## src/rtl/bf16_seg_scan_ctrl.sv

```systemverilog
// Multiplexed hex seven-segment scan controller with tear-free frame updates and overflow blink.
// Optional build macro SEG_LEADING_ZERO_BLANK_EN blanks digits above the highest non-zero nibble.
module bf16_seg_scan_ctrl #(
  parameter int unsigned NUM_DIGITS   = 4,
  parameter int unsigned REFRESH_DIV  = 100000,
  parameter int unsigned BLINK_FRAMES = 250
) (
  input  logic                    clk_100MHz,
  input  logic                    reset,
  input  logic                    dm_write,
  input  logic [4*NUM_DIGITS-1:0] data_in,
  input  logic                    ov_in,
  output logic [0:6]              seg,
  output logic [NUM_DIGITS-1:0]   digit,
  output logic                    ov,
  output logic                    pending
);

  localparam int unsigned DATA_W = 4 * NUM_DIGITS;
  localparam int unsigned CNT_W  = (REFRESH_DIV > 1) ? $clog2(REFRESH_DIV) : 1;
  localparam int unsigned IDX_W  = (NUM_DIGITS > 1) ? $clog2(NUM_DIGITS) : 1;
  localparam int unsigned FRM_W  = (BLINK_FRAMES > 1) ? $clog2(BLINK_FRAMES) : 1;

  localparam logic [CNT_W-1:0] CNT_LAST = CNT_W'(REFRESH_DIV - 1);
  localparam logic [IDX_W-1:0] IDX_LAST = IDX_W'(NUM_DIGITS - 1);
  localparam logic [FRM_W-1:0] FRM_LAST = FRM_W'(BLINK_FRAMES - 1);

  logic [CNT_W-1:0]  refresh_cnt;
  logic [IDX_W-1:0]  digit_idx;
  logic [FRM_W-1:0]  frame_cnt;
  logic              blink;
  logic [DATA_W-1:0] shadow;
  logic              shadow_ov;
  logic [DATA_W-1:0] disp;

  logic              tick_c;
  logic              frame_end_c;
  logic [3:0]        nibble_c;
  logic              blank_c;
`ifdef SEG_LEADING_ZERO_BLANK_EN
  logic [IDX_W-1:0]  top_idx_c;
`endif

  // Hex to active-low a..g, leftmost bit is segment a.
  function automatic logic [6:0] hex_to_seg(input logic [3:0] h);
    logic [6:0] s;
    case (h)
      4'h0: s = 7'b0000001;
      4'h1: s = 7'b1001111;
      4'h2: s = 7'b0010010;
      4'h3: s = 7'b0000110;
      4'h4: s = 7'b1001100;
      4'h5: s = 7'b0100100;
      4'h6: s = 7'b0100000;
      4'h7: s = 7'b0001111;
      4'h8: s = 7'b0000000;
      4'h9: s = 7'b0000100;
      4'hA: s = 7'b0001000;
      4'hB: s = 7'b1100000;
      4'hC: s = 7'b0110001;
      4'hD: s = 7'b1000010;
      4'hE: s = 7'b0110000;
      default: s = 7'b0111000;
    endcase
    return s;
  endfunction

  // Scan timing, nibble select and blanking decision for the next output update.
  always_comb begin
    tick_c      = (refresh_cnt == CNT_LAST);
    frame_end_c = tick_c && (digit_idx == IDX_LAST);
    nibble_c    = 4'h0;
    for (int k = 0; k < int'(NUM_DIGITS); k++) begin
      if (digit_idx == IDX_W'(k)) nibble_c = disp[4*k +: 4];
    end
    blank_c = ov && blink;
`ifdef SEG_LEADING_ZERO_BLANK_EN
    top_idx_c = '0;
    for (int k = 0; k < int'(NUM_DIGITS); k++) begin
      if (disp[4*k +: 4] != 4'h0) top_idx_c = IDX_W'(k);
    end
    if (digit_idx > top_idx_c) blank_c = 1'b1;
`endif
  end

  // Counters, shadow/display registers; display only changes on the frame-end edge.
  always_ff @(posedge clk_100MHz or negedge reset) begin
    if (!reset) begin
      refresh_cnt <= '0;
      digit_idx   <= '0;
      frame_cnt   <= '0;
      blink       <= 1'b0;
      shadow      <= '0;
      shadow_ov   <= 1'b0;
      disp        <= '0;
      ov          <= 1'b0;
      pending     <= 1'b0;
    end else begin
      refresh_cnt <= tick_c ? '0 : refresh_cnt + CNT_W'(1);
      if (tick_c) digit_idx <= (digit_idx == IDX_LAST) ? '0 : digit_idx + IDX_W'(1);
      if (frame_end_c) begin
        if (frame_cnt == FRM_LAST) begin
          frame_cnt <= '0;
          blink     <= ~blink;
        end else begin
          frame_cnt <= frame_cnt + FRM_W'(1);
        end
      end
      if (dm_write) begin
        shadow    <= data_in;
        shadow_ov <= ov_in;
      end
      if (dm_write && frame_end_c) begin
        disp    <= data_in;
        ov      <= ov_in;
        pending <= 1'b0;
      end else if (dm_write) begin
        pending <= 1'b1;
      end else if (frame_end_c && pending) begin
        disp    <= shadow;
        ov      <= shadow_ov;
        pending <= 1'b0;
      end
    end
  end

  // Registered segment/digit drive, dark while in reset.
  always_ff @(posedge clk_100MHz or negedge reset) begin
    if (!reset) begin
      seg   <= 7'b1111111;
      digit <= '1;
    end else begin
      seg   <= hex_to_seg(nibble_c);
      digit <= blank_c ? '1 : ~(NUM_DIGITS'(1) << digit_idx);
    end
  end

endmodule

```

## config.mk

```make
export PLATFORM = sky130hd
export DESIGN_NAME = bf16_seg_scan_ctrl
export DESIGN_NICKNAME = d
export VERILOG_FILES = /design/src/rtl/bf16_seg_scan_ctrl.sv
export SDC_FILE = /design/constraint.sdc
export NUM_CORES = 1
export LEC_CHECK = 0
export CORE_MARGIN = 2
export CORE_UTILIZATION = 57
export CTS_CLUSTER_DIAMETER = 50
export DETAILED_ROUTE_END_ITERATION = 6
export HOLD_SLACK_MARGIN = 0.1
export PLACE_DENSITY = 0.83
export SETUP_SLACK_MARGIN = 0.05
export SYNTH_ARGS = -nofsm -noshare
export SYNTH_HDL_FRONTEND = slang
export SYNTH_SLANG_ARGS = --single-unit
```

## constraint.sdc

```tcl
create_clock -name clk_100MHz -period 3.05 [get_ports clk_100MHz]
set_input_delay 0.7625 -clock clk_100MHz [delete_from_list [all_inputs] [get_ports clk_100MHz]]
set_output_delay 0.7625 -clock clk_100MHz [all_outputs]
set_load 0.02 [all_outputs]
```

Word-level counts from Yosys, hierarchy flattened
Memory sizes are Yosys's and may differ from the RTL's. A register that Yosys moved wholly into a read port is not among the register bits. Index checks and enable logic that the tools add are counted.

Add/subtract/negate cells: 3. Equal/unequal tests: 6. Shifts and indexed selects: 1. Multiplexer cells: 17. Bitwise logic cells: 2. Reductions and logical operators: 10.

Operator list (number): two-way mux 16 bit (3); two-way mux 4 bit (5); adder 17 x 1 -> 17 bit, second input constant (1); == test 17 bit, second input constant (1); two-way mux 17 bit (1); adder 8 x 1 -> 8 bit, second input constant (1); == test 8 bit, second input constant (1); two-way mux 8 bit (1); two-way mux 1 bit (6); == test 2 bit, second input constant (2); logical AND 1 bit (4); NOT 4 bit (1); AND reduction 2 bit (2); << shifter 1 x 2 -> 4 bit, first input constant (1); nonzero test 3 bit (1); adder 2 x 1 -> 2 bit, second input constant (1); == test 2 x 1 -> 1 bit, second input constant (1); logical NOT 2 bit (1); two-way mux 2 bit (1); inequality test 2 x 1 -> 1 bit, second input constant (1); nonzero test 2 bit (1); logical NOT 1 bit (1); NOT 1 bit (1).

Bits in registers: 67. Memory bits (read-only): 112. Input port bits: 20. Output and inout bits: 13. Logic and storage cells: 50. Memories kept: 1.

Memories: (name not given) (words 16, width 7, rd ports 1, clocked after memory_dff 1, write ports 0, line 47) `case (h)`.

Logic depth before layout (Yosys ltp)
Depth after elaboration: 6. Gate-level depth with buffers: 10.

Least setup slack after synthesis
OpenSTA, ideal clock, no wires.

Path kind: register to register. From: register digit_idx[0]. To: register seg[0] in the netlist's numbering. Library setup time: 82 ps. Data arrival time: 2114 ps. Required time: 2968 ps. Setup slack: 854 ps. Cell stages (with the launch flop): 10. Buffers on the path: 0. Cell sequence: dfrtp_1 inv_1 ha_1 or2_2 a221oi_1 a221o_1 inv_1 ha_1 nor3b_1 a211o_1.

Cells in the longest elaborated chain, start to end: 5. Elaborated cells on any way between the ends: 8. Those cells by class: eq/ne: 3; mux: 4; reduce/logical: 1.

Ends and longest elaborated chain: start, declared (line 29) `logic [IDX_W-1:0] digit_idx;`; start signal, assigned (line 100) `if (tick_c) digit_idx <= (digit_idx == IDX_LAST) ? '0 : digit_idx + IDX_W'(1);`; logical NOT 2 bit (line 74) `if (digit_idx == IDX_W'(k)) nibble_c = disp[4*k +: 4];`; two-way mux 4 bit (3 in a row) (line 74); two-way mux 4 bit (*) (line 74); end, declared (line 13) `output logic [0:6] seg,`.

Every way passes the cells marked *; elsewhere a longest branch is shown, timed or not. A chain may end at the register's enable or synchronous reset.

Worst setup path in the final report
From: register digit_idx[0]. To: register seg[3] in the netlist's numbering.

The elaborated chain is that of the path after synthesis.

==> reports/results.ini <==
[synth]
syn_nets = 340
synth_area_sq_mm = 0.003526
ys.warnings.count = 0
synth_edf_count = 0
synth_ff_type = dfrtp_1
synth_cells = 307
ys_seq_elements = 74
async_flop_share_pct = 100.0
ys_seq_area_share_pct = 52.91
avgSynthCellArea_sq_um = 11.48
ys_types = 49

[floorplanning]
die_area_sq_mm = 0.006831
start_util_pct = 59.20
die_h_um = 82.65
ios = 33
die_w_um = 82.65
core-area_sq_mm = 0.005956
rows = 28

[sta]
hold_violations = 0
drv_slew = 0
worst_slew_pin_slew_ns = 0.9109
fin_tns_setup_ns = 0
period_minus_slack_ns = 2.563
fin_crit_sh_pct = 84.02
rsz0062_at_grt = false
setup_violations = 0
fmax_mhz = 390.2
fin_skew_ns = 0.01011
slew_headroom_pct = 38.81

[final_layout]
syn_to_final_growth_pct = 17.81
final_util_pct = 69.75
final_cells = 424
diodes = 0
final_layout_size_suffix_gt1_share_pct = 16.91
layout.nets = 377

[route]
wl_per_cell_um = 16.49
met2WireLength_um = 3325
drtIter0Drc = 148
via_per_inst = 5.889
vias = 2497
antenna_left = 0
dr.pass1.iters = 4
met3WireLength_um = 327
drc = 0
drt-total-wl_um = 6991
routed.top_layer = met4
met1_length_um = 3248

[placement]
globalplace.congestion = 0.7999
hpwlAfterDp_um = 4774
port_buffers = 32
placed_cells = 408

[clock_network]
post_cts_resized = 0
post_cts.repair.setup_buffers = 0
numCtsBuffers = 9
cts_tree = built
cts-root-buf = clkbuf_8
cts_max_level = 3
hold_buffers = 0
cts.path.max_buffers = 2
cts.sinks = 74
clk_latency_ns = 0.36
clk_pin_slew_ns = 0.08

[setup_path]
worstPathMaxFanout = 11
cp.arrival_ns = 2.83
worst-setup-path-type = register to register
cpMostUsedCell = ha_1
path_cells = ha_1, or2_2, a221oi_1, a221o_1, inv_1, ha_1, nand3_1, a21boi_0, mux2i_1
startpoint_type = register
max_stage_delay_ns = 0.41
crit_required_ns = 3.32
cp-end-kind = register
crit_path_top_delay_cell = dfrtp_1

[global_routing]
grt_max_degree = 75
grt_pass1_wl_um = 11270
overflow = 0
grt_antenna_before_repair = 0
first_global_vias = 2376
grt_use_total_pct = 22.33

[power]
leakage_uw = 0.001865
irDropWorstVdd_mv = 0.3833
p_per_area_mw_per_mm2 = 465.2
power.total_uw = 1933

[hold_path]
hold_class = primary input to asynchronous set/reset pin

[run_status]
status = finished, final reports clean

[flow_run]
cap_viol_max_count = 0

layout make-up:
cell class	count	area, sq um
multi-input combinational	211	1573
clock inverter	5	77.57
timing repair buffer	36	357.8
fill	432	1802
tap	75	93.84
sequential	74	1866
inverter	12	45.04
clock buffer	11	141.4
critical path, delay by kind of cell, from the launching register on:
kind                       cells  cell delay, ns
AOI/OAI and AO/OA              3            0.76
adders and majority gates      2            0.58
and+or+nand+nor                2            0.50
DFF                            1            0.41
buffers and inverters          1            0.12
muxes                          1            0.10
final timing paths:
check | endpoint | startpoint | depth (start not counted) | slack (ns)
max | seg[3] | digit_idx[0] | 9 | 0.49
min | refresh_cnt[13] | reset | 2 | 0.43
min reg2reg | blink | blink | 1 | 0.48
max in group asynchronous | seg[3] | reset | 2 | 2.30
max reg2reg | seg[3] | digit_idx[0] | 9 | 0.49
min in group clk_100MHz | blink | blink | 1 | 0.48
sequential cells by signal (all words and copies together) (netlist names):
register and count:
blink 1, digit 4, digit_idx 2, disp 16
frame_cnt 8, ov 1, pending 1, refresh_cnt 17
seg 7, shadow 16, shadow_ov 1
power by group:
part | internal (uW) | switching, uW
Sequential | 1000 | 8.08
Clock | 480 | 358
Combinational | 43.8 | 39.5
Total | 1530 | 405
logic make-up (layout without fill, tap and decap cells):
kind of cell	after synthesis	in the layout	synth area share (%)
simple gates	97	97	14.34
flops	74	74	52.91
compound gates	57	57	12.88
mux	28	28	8.801
xor+xnor	16	16	3.975
fa+ha+maj	13	13	4.613
buf+inv	22	64	2.484
layer usage:
layer / global-route usage, % / vias up
li1: - / 1180
met1: 29.60 / 1231
met2: 35.73 / 74
met3: 5.217 / 12
met4: 8.689 / 0
met5: 0 / -
cells in the mapped netlist, drive strengths merged (3+ instances only):
| master | count | area, sq um |
|---|---|---|
| dfrtp | 63 | 1577 |
| mux2 | 24 | 270.3 |
| nor2 | 24 | 90.09 |
| nand2 | 22 | 87.58 |
| o21ai | 17 | 96.34 |
| ha | 13 | 162.7 |
| nand3 | 13 | 65.06 |
| inv | 12 | 45.04 |
| dfstp | 11 | 289.0 |
| nand2b | 11 | 68.82 |
| o221a | 11 | 123.9 |
| xnor2 | 9 | 78.83 |
| o22a | 8 | 70.07 |
| clkbuf | 7 | 26.28 |
| xor2 | 7 | 61.31 |
| nand4 | 5 | 31.28 |
| a22o | 4 | 35.03 |
| mux2i | 4 | 40.04 |
| nor2b | 4 | 25.02 |
| nor3 | 4 | 20.02 |
| a31oi | 3 | 18.77 |
| and3 | 3 | 18.77 |
| buf | 3 | 16.26 |
| o31ai | 3 | 22.52 |
metrics by stage:
| step | hold slack (ns) | instance area (sq um) | worst slack [ns] |
|---|---|---|---|
| after detailed placement | 0.4698 | 3935 | 0.5334 |
| final | 0.4311 | 4154 | 0.4873 |
| after floorplan | 0.4452 | 3526 | 0.8539 |
| after global routing | 0.4627 | 4154 | 0.2948 |
| after CTS | 0.4459 | 4154 | 0.4994 |
| after global placement | 0.4629 | 3935 | 0.6343 |
placed cells by master (no fill, tap or decap), types with 3 or more instances in the layout:
master and n:
mux2_1 9, clkdlybuf4s50_1 31, o22a_1 8, xor2_1 7, xnor2_1 9, mux2i_1 4, o21ai_0 15, mux2_2 15
dfrtp_1 63, nand2_1 20, nand4_1 5, a22o_1 4, inv_1 12, nor3_1 4, nand3_1 13, nand2b_1 11
nor2b_1 4, clkbuf_8 10, and3_1 3, dfstp_2 11, a31oi_1 3, o221a_2 6, buf_4 3, ha_1 13
o31ai_1 3, o221a_1 5, nor2_1 24
No activity file was read; power rests on OpenSTA's default activity.
